File: config.mk
export PLATFORM = sky130hd
export DESIGN_NAME = antilog2_unit
export DESIGN_NICKNAME = d
export VERILOG_FILES = /design/src/rtl/antilog2_unit.sv
export SDC_FILE = /design/constraint.sdc
export NUM_CORES = 2
export LEC_CHECK = 0
export BUFFER_PORTS_ARGS = -buffer_cell sky130_fd_sc_hd__clkbuf_2
export CORE_AREA = 2 2 403 405
export CTS_CLUSTER_SIZE = 10
export DETAILED_ROUTE_END_ITERATION = 12
export DIE_AREA = 0 0 405 407
export PLACE_DENSITY = 0.44
export SYNTH_ARGS = -nofsm -noshare
export SYNTH_HDL_FRONTEND = slang
export SYNTH_SLANG_ARGS = --single-unit
export TNS_END_PERCENT = 20
File: constraint.sdc
create_clock -name clk -period 33.2 [get_ports clk]
set_input_delay 1.66 -clock clk [delete_from_list [all_inputs] [get_ports clk]]
set_output_delay 1.66 -clock clk [all_outputs]
set_load 0.01 [all_outputs]
File: src/rtl/antilog2_unit.sv
// antilog2_unit: converts a log-domain value back to linear, out = 2^(+/-L).
//
// The fraction of L is consumed MSB first, one bit per cycle, by multiplying
// a Q2.30 accumulator by 2^(+/-2^-i) for every set fraction bit i. The
// integer part of L is then applied as a single barrel shift.
//
// Parameters:
//   FRAC_ITERS  fraction bits processed, 1..27 (lower bits are ignored)
//   OUT_W       output width
//   OUT_FRAC    output fraction bits (OUT_FRAC < OUT_W, OUT_FRAC <= 30)
//
// Ports:
//   clk        clock, rising edge
//   rst        synchronous reset, active low
//   in_valid   input word valid
//   in_ready   unit idle and able to accept an input
//   in_log     |L| in Q5.27
//   in_sign    1: result is 2^-|L|
//   in_zero    1: operand is linear zero, result forced to 0
//   out_valid  result valid, held until out_ready
//   out_ready  downstream accepts the result
//   out_data   unsigned result, Q(OUT_W-OUT_FRAC).OUT_FRAC
//   out_sat    result saturated to all-ones
//
// Build option:
//   ANTILOG2_ROUND_EN  when defined, the final shift rounds to nearest
//                      (ties up) and saturates on carry out of OUT_W;
//                      otherwise it truncates toward zero.
module antilog2_unit #(
  parameter int FRAC_ITERS = 16,
  parameter int OUT_W      = 32,
  parameter int OUT_FRAC   = 16
) (
  input  logic             clk,
  input  logic             rst,
  input  logic             in_valid,
  output logic             in_ready,
  input  logic [31:0]      in_log,
  input  logic             in_sign,
  input  logic             in_zero,
  output logic             out_valid,
  input  logic             out_ready,
  output logic [OUT_W-1:0] out_data,
  output logic             out_sat
);

  localparam int S       = 30 - OUT_FRAC;  // Q2.30 -> output fraction alignment
  localparam int INT_LIM = OUT_W - OUT_FRAC;
  localparam int WIDE    = OUT_W + 64;

  // Integer square root, used only at elaboration to build the ROMs.
  function automatic logic [63:0] isqrt128(input logic [127:0] v);
    logic [63:0]  r;
    logic [127:0] t;
    r = '0;
    for (int b = 63; b >= 0; b--) begin
      t = {64'd0, (r | (64'd1 << b))};
      if (t * t <= v) r = r | (64'd1 << b);
    end
    return r;
  endfunction

  // 2^(+/-2^-i) in Q2.30, truncated. Square roots are taken in Q.60 so the
  // repeated-root error stays far below the final Q2.30 LSB.
  function automatic logic [31:0] k_const(input int i, input logic neg);
    logic [127:0] k;
    k = {64'd0, isqrt128(128'd1 << 121)};
    for (int j = 2; j <= i; j++) k = {64'd0, isqrt128(k << 60)};
    if (neg) k = (128'd1 << 120) / k;
    return 32'(k >> 30);
  endfunction

  typedef enum logic [1:0] {IDLE, ITER, SHIFT, DONE} state_t;

  state_t           state_q, state_d;
  logic [31:0]      log_q, log_d;
  logic             sign_q, sign_d;
  logic             zero_q, zero_d;
  logic [31:0]      acc_q, acc_d;
  logic [4:0]       idx_q, idx_d;
  logic [OUT_W-1:0] data_q, data_d;
  logic             sat_q, sat_d;

  // Constant ROMs, indexed by i-1; entries past FRAC_ITERS are never selected.
  logic [31:0] kpos_rom [32];
  logic [31:0] kneg_rom [32];

  for (genvar gi = 0; gi < 32; gi++) begin : g_rom
    if (gi < FRAC_ITERS) begin : g_used
      localparam logic [31:0] KP = k_const(gi + 1, 1'b0);
      localparam logic [31:0] KN = k_const(gi + 1, 1'b1);
      assign kpos_rom[gi] = KP;
      assign kneg_rom[gi] = KN;
    end else begin : g_unused
      assign kpos_rom[gi] = '0;
      assign kneg_rom[gi] = '0;
    end
  end

  logic [4:0]  rom_idx;
  logic [4:0]  bit_pos;
  logic [31:0] k_sel;
  logic [63:0] prod;

  assign rom_idx = idx_q - 5'd1;
  assign bit_pos = 5'd27 - idx_q;
  assign k_sel   = sign_q ? kneg_rom[rom_idx] : kpos_rom[rom_idx];
  assign prod    = {32'd0, acc_q} * {32'd0, k_sel};

  // Final scaling by the integer part.
  logic [4:0]       n_int;
  logic [6:0]       neg_tot;
  logic [WIDE-1:0]  pos_res, neg_res;
  logic [OUT_W-1:0] shift_data;
  logic             shift_sat;

  assign n_int   = log_q[31:27];
  assign neg_tot = 7'(n_int) + 7'(S);

  always_comb begin
`ifdef ANTILOG2_ROUND_EN
    pos_res = ((WIDE'(acc_q) << n_int) + ((WIDE'(1) << S) >> 1)) >> S;
    neg_res = (WIDE'(acc_q) + ((WIDE'(1) << neg_tot) >> 1)) >> neg_tot;
`else
    pos_res = (WIDE'(acc_q) << n_int) >> S;
    neg_res = WIDE'(acc_q) >> neg_tot;
`endif
  end

  always_comb begin
    shift_data = '0;
    shift_sat  = 1'b0;
    if (zero_q) begin
      shift_data = '0;
    end else if (!sign_q) begin
      // Rounding can also carry past OUT_W, so the upper bits are checked.
      if (int'(n_int) >= INT_LIM || pos_res[WIDE-1:OUT_W] != '0) begin
        shift_data = '1;
        shift_sat  = 1'b1;
      end else begin
        shift_data = pos_res[OUT_W-1:0];
      end
    end else if (neg_tot < 7'd62) begin
      shift_data = OUT_W'(neg_res);
    end
  end

  always_comb begin
    state_d = state_q;
    log_d   = log_q;
    sign_d  = sign_q;
    zero_d  = zero_q;
    acc_d   = acc_q;
    idx_d   = idx_q;
    data_d  = data_q;
    sat_d   = sat_q;
    case (state_q)
      IDLE: begin
        if (in_valid) begin
          log_d   = in_log;
          sign_d  = in_sign;
          zero_d  = in_zero;
          acc_d   = 32'h4000_0000;
          idx_d   = 5'd1;
          state_d = ITER;
        end
      end
      ITER: begin
        // A zero operand skips the multiplies; its single ITER slot fixes
        // the zero-case latency at two cycles.
        if (zero_q) begin
          state_d = SHIFT;
        end else begin
          if (log_q[bit_pos]) acc_d = 32'(prod >> 30);
          if (idx_q == 5'(FRAC_ITERS)) state_d = SHIFT;
          else                          idx_d   = idx_q + 5'd1;
        end
      end
      SHIFT: begin
        data_d  = shift_data;
        sat_d   = shift_sat;
        state_d = DONE;
      end
      DONE: begin
        if (out_ready) state_d = IDLE;
      end
      default: state_d = IDLE;
    endcase
  end

  always_ff @(posedge clk) begin
    if (!rst) begin
      state_q <= IDLE;
      log_q   <= '0;
      sign_q  <= 1'b0;
      zero_q  <= 1'b0;
      acc_q   <= '0;
      idx_q   <= '0;
      data_q  <= '0;
      sat_q   <= 1'b0;
    end else begin
      state_q <= state_d;
      log_q   <= log_d;
      sign_q  <= sign_d;
      zero_q  <= zero_d;
      acc_q   <= acc_d;
      idx_q   <= idx_d;
      data_q  <= data_d;
      sat_q   <= sat_d;
    end
  end

  assign in_ready  = (state_q == IDLE);
  assign out_valid = (state_q == DONE);
  assign out_data  = data_q;
  assign out_sat   = sat_q;

endmodule

After elaboration in Yosys (flattened, before gate mapping)
Memories as Yosys holds them, arrays and structs flattened. Cells that the tools add are included.

Order comparisons: 4. Mux-type cells: 27. Bitwise gates (word level): 1. Eq/ne operators: 10. Shift-type cells: 2. Reductions and logical operators: 8. Multiply operators: 1. Add/subtract/negate cells: 4.

Operator list (count): 32-bit 2-to-1 mux (12); 32-bit by 5-bit left shift with 96-bit output (1); 32-bit case mux with 2 select lines (1); 64-bit nonzero test (1); 32-bit by 32-bit multiplier with 62-bit output (1); 32-bit by 6-bit right shift with 32-bit output (1); 5-bit 2-to-1 mux (3); 5-bit case mux with 2 select lines (1); 2-bit 2-to-1 mux (4); 2-bit != test, second input constant (4); 2-bit case mux with 4 select lines (1); 4-bit AND reduction (2); 5-bit by 4-bit adder with 6-bit output, second input constant (1); 6-bit greater-or-equal comparator, second input constant (1); 5-bit by 6-bit < comparator with 1-bit output, second input constant (1); 6-bit < comparator, second input constant (1); 5-bit inverter with 6-bit output (1); 5-bit by 1-bit adder with 5-bit output, second input constant (1); 1-bit binary-select mux with 5-bit select (1); 5-bit equality test, second input constant (1); 5-bit greater-or-equal comparator, second input constant (1); 5-bit by 1-bit subtractor with 5-bit output, second input constant (1); 5-bit subtractor, first input constant (1); 2-bit equality test, second input constant (2); other kinds (9) (12).

Input bits: 38. Bits in registers: 106. Word-level logic and storage cells: 67. Output and inout port bits: 35. ROM bits: 2048. Memories kept: 2.

Memories: (name not given) (depth 32, bits a word 32, read ports 1, clocked after memory_dff 0, wr ports 0, line 107) `assign k_sel = sign_q ? kneg_rom[rom_idx] : kpos_rom[rom_idx];`; (name not given) (depth 32, bits a word 32, read ports 1, clocked after memory_dff 0, wr ports 0, line 107).

Logic depth before layout (Yosys ltp)
Depth after elaboration: 10. Mapped depth: 43. Gate-level depth less buffers: 36.

Worst setup path before layout
No wires, ideal clock.

Path type: reg-to-reg. Start: reg idx_q[0]. End: reg acc_q[29]. Period minus slack after synthesis: 10.596 ns. Slack: 22.604 ns. Data required time: 33.083 ns. Library setup time: 0.117 ns. Data arrival time: 10.479 ns. Stages on the path, launching flop included: 40. Path buffers: 9. Cells stage by stage: dfxtp_1 -> buf_2 -> buf_1 -> clkinv_1 -> ha_1 -> clkbuf_1 -> inv_1 -> ha_1 -> buf_1 -> clkbuf_1 -> buf_1 -> clkbuf_1 -> a31oi_1 -> a221oi_1 -> clkbuf_1 -> and2_1 -> fa_1 -> fa_1 -> [... 4 more ...] -> fa_1 -> fa_1 -> fa_1 -> inv_1 -> fa_1 -> inv_1 -> ha_1 -> clkbuf_1 -> nand4_1 -> nor4_1 -> o41ai_1 -> a211oi_1 -> a311o_1 -> o21ai_1 -> a31o_2 -> a211oi_1 -> o21ai_0 -> a32o_1.

Word-level cells in the longest chain between the ends: 10. Elaborated cells between the ends (all ways): 18. Those cells by class: add/sub (2); mul (1); eq/ne (1); mux (10); bitwise (1); reduce/logical (1); memory (2).

Ends and longest elaborated chain: start: declaration (line 80) `logic [4:0] idx_q, idx_d;`; start signal: assignment (line 207) `idx_q <= idx_d;`; 5-bit by 1-bit subtractor with 5-bit output (line 105) `assign rom_idx = idx_q - 5'd1;`; 5-bit inverter with 6-bit output (implied by the code) (line 107); memory read 32 x 32 bit; 32-bit 2-to-1 mux (implied by the code) (2 in a row) (line 107); 32-bit 2-to-1 mux (line 107); 32-bit by 32-bit multiplier with 62-bit output (line 108) `assign prod = {32'd0, acc_q} * {32'd0, k_sel};`; 32-bit 2-to-1 mux (line 174) `if (log_q[bit_pos]) acc_d = 32'(prod >> 30);`; 32-bit 2-to-1 mux (line 171) `if (zero_q) begin`; 32-bit case mux with 2 select lines (line 157) `case (state_q)`; end signal: assignment (line 197) `acc_q <= '0;`; end signal: assignment (line 206) `acc_q <= acc_d;`; end: declaration (line 79) `logic [31:0] acc_q, acc_d;`.

Parallel ways exist; a longest one is shown, timed or not. The select of a mux whose other input is x is not followed. A chain may end at the register's enable or synchronous reset.

Final worst setup path
Start: reg idx_q[1]. End: reg acc_q[29].

The elaborated chain is that of the path after synthesis.

==> results.toml <==
[cts]
cts_resized = 0
cts_hold_buf = 0
clock_sinks = 106
cts_tree = "built"
cts_max_path_buffers = 2
cts_made_buffers = 9
cts_root_buffer = "clkbuf_16"
clkLatencyLatePin_ps = 410
cts_setup_buffers = 0
clk_pin_slew_ps = 90
htreeDepth = 3

[setup_path]
slowest_stage = "a31o_2"
critical_path.max_fanout = 33
regToRegSetupSlack_ps = 21860
worstSetupPathType = "flip-flop to flip-flop"
ff2ff_path_depth = 29
path_common_cell = "fa_1"
slowest_delay_ps = 900
startpoint_type = "flip-flop"
end_kind = "flip-flop"
required_ps = 33500
arrival_ps = 11640

[synth]
syn-cell-area_um2 = 39940
ys_types = 75
synth_most_common_cell = "inv_1"
syn_inst = 4654
yosysWarningCount = 0
synth_edf_count = 0
synth_seq_cells = 106
syn_avg_cell_area_um2 = 8.583
async_flop_share_pct = 0
yosysTopAreaCellShare_pct = 43.30
syn_nets = 5849
synth_common_cells = "872 x inv_1, 864 x fa_1, 592 x nand2_1"
synthFlopType = "dfxtp_1"
synthTopCellsByArea = "fa_1 43%, ha_1 9.2%, inv_1 8.2%"
yosys.area.top_type = "fa_1"
ys_seq_area_share_pct = 5.312

[finish]
fin_util_pct = 26.88
final_cell_area_um2 = 43060
n_fill_cell = 17410
seq_area_um2 = 2136
area_growth_pct = 7.809
nNetsFinal = 5704
drive_gt1_share_pct = 5.605
multiInputGateArea_um2 = 33570

[sta]
relSlewSlack_pct = 12.07
slew_violations = 0
fin_crit_sh_pct = 34.16
fin_crit_ps = 11340
setup_ws_ps = 21860
max_freq_ghz = 0.08817
finalSetupViolCount = 0
timing.final.hold_violations = 0
whs_ps = 455.8
worst_slew_pin_slew_ps = 1317
rsz0062_at_grt = "false"
tns_ps = 0
fin_skew_ps = 21.63

[outcome]
status = "finished, final reports clean"

[place]
gp_congestion = 0.9143
portBuffers = 72
dpl.hpwl_mm = 102.2
placed_cell_area_um2 = 42720
place_worst_setup_slack_ps = 22090

[routing]
wl_mm = 139.4
viasPerCell = 4.661
antenna_left = 0
drcViolationCount = 0
num_vias = 31140
post_drt_wl_per_cell_um = 20.86
dr.pass1.iters = 6
drtIter0Drc = 2088

[min_path]
hp-class = "flip-flop to flip-flop"
min_path_cells = 2

[floorplanning]
core-area_um2 = 160200
num_rows = 147
start_util_pct = 24.93
die-area_um2 = 164800
die_y_um = 407
die_width_um = 405
io_pins = 73

[global_route]
grt_usage_pct = 17.41
grt_start_max_net_pins = 73
grt_pass1_wl_mm = 215.8
antenna_found_initial = 7
grt_pass1_vias = 33570
grt.overflow.total = 0

[power_and_ir_drop]
leakage_nw = 20.60
peakVddDrop_v = 0.00003803
power_density_nw_per_um2 = 22.49

[run]
cap_violations = 0
## flip-flops by register name (all words and copies together) (netlist names)
| signal | count |
|---|---|
| acc_q | 32 |
| idx_q | 5 |
| log_q | 32 |
| out_data | 32 |
| out_sat | 1 |
| sign_q | 1 |
| state_q | 2 |
| zero_q | 1 |
## stage by stage
stage	cells	power, mW
6_report	6680	0.9684
3_3_place_gp	6658	0.8401
5_1_grt	6674	1.032
2_1_floorplan	4654	0.5420
3_5_place_dp	6658	0.8383
4_1_cts	6674	0.9690
## path summary, 6_finish.rpt
check | from | end
worst max-delay path | idx_q[1] | acc_q[29]
worst min-delay path | log_q[24] | log_q[24]
worst max register to register | idx_q[1] | acc_q[29]
worst min register to register | log_q[24] | log_q[24]
## area by class of cell
cell class                      count  share of cell area, %
Antenna cell                        6                0.03487
Clock buffer                        9                 0.5230
Clock inverter                      7                 0.2441
Inverter                          881                  7.679
Multi-Input combinational cell   3353                  77.95
Sequential cell                   106                  4.960
Tap cell                         2160                  6.276
Timing Repair Buffer              158                  2.336
## per-layer routing
layer	wire (um)	GRT usage, %	part of all wire (%)
met1	63330	24.17	45
met2	66320	29.48	48
met3	6733	1.506	4.8
met4	2985	3.594	2.1
met5	0	0	0
## report_power, final
| group | internal, mW | total [mW] | leakage (nW) | switching, mW |
|---|---|---|---|---|
| sequential | 0.142 | 0.159 | 0.865 | 0.0175 |
| combinational | 0.163 | 0.682 | 19.6 | 0.519 |
| clock | 0.0613 | 0.127 | 0.159 | 0.0658 |
| total | 0.366 | 0.968 | 20.6 | 0.603 |
## cells by family after synthesis
kind of cell / after synthesis / share of synthesized area, %
compound gates: 586 / 9.215
fa+ha+maj: 1157 / 52.48
buf+inv: 1195 / 11.25
mux: 70 / 2.249
flops: 106 / 5.312
xor+xnor: 34 / 0.7455
simple gates: 1506 / 18.75
## critical path, delay by kind of cell (launching register included)
family / cells / cell delay [ps]
adder cells (fa/ha/maj): 10 / 4970
AO/OA/AOI/OAI: 10 / 3260
AND/OR/NAND/NOR: 4 / 1770
buffers and inverters: 5 / 920
flip-flops: 1 / 320
## cell usage in the layout, fill, tap and decap left out, types with 9 or more instances in the layout
cell type	count
a32oi_1	10
nand4_1	22
nand3_1	23
dfxtp_1	95
clkbuf_16	9
a211oi_1	13
nand2b_1	42
o21bai_1	12
nand2_1	592
mux2i_1	47
o211ai_1	21
mux4_2	15
and2_1	502
a31oi_1	12
or3_1	12
dfxtp_2	11
xnor2_1	27
nor2b_1	88
fa_1	864
a22oi_1	10
nor2_1	161
o21a_1	9
nor3_1	27
o21ai_0	140
ha_1	293
a21o_1	38
a22o_1	10
a21oi_1	200
clkbuf_2	72
inv_1	872
buf_4	86
Note: power is estimated with default switching activity, not from simulation.
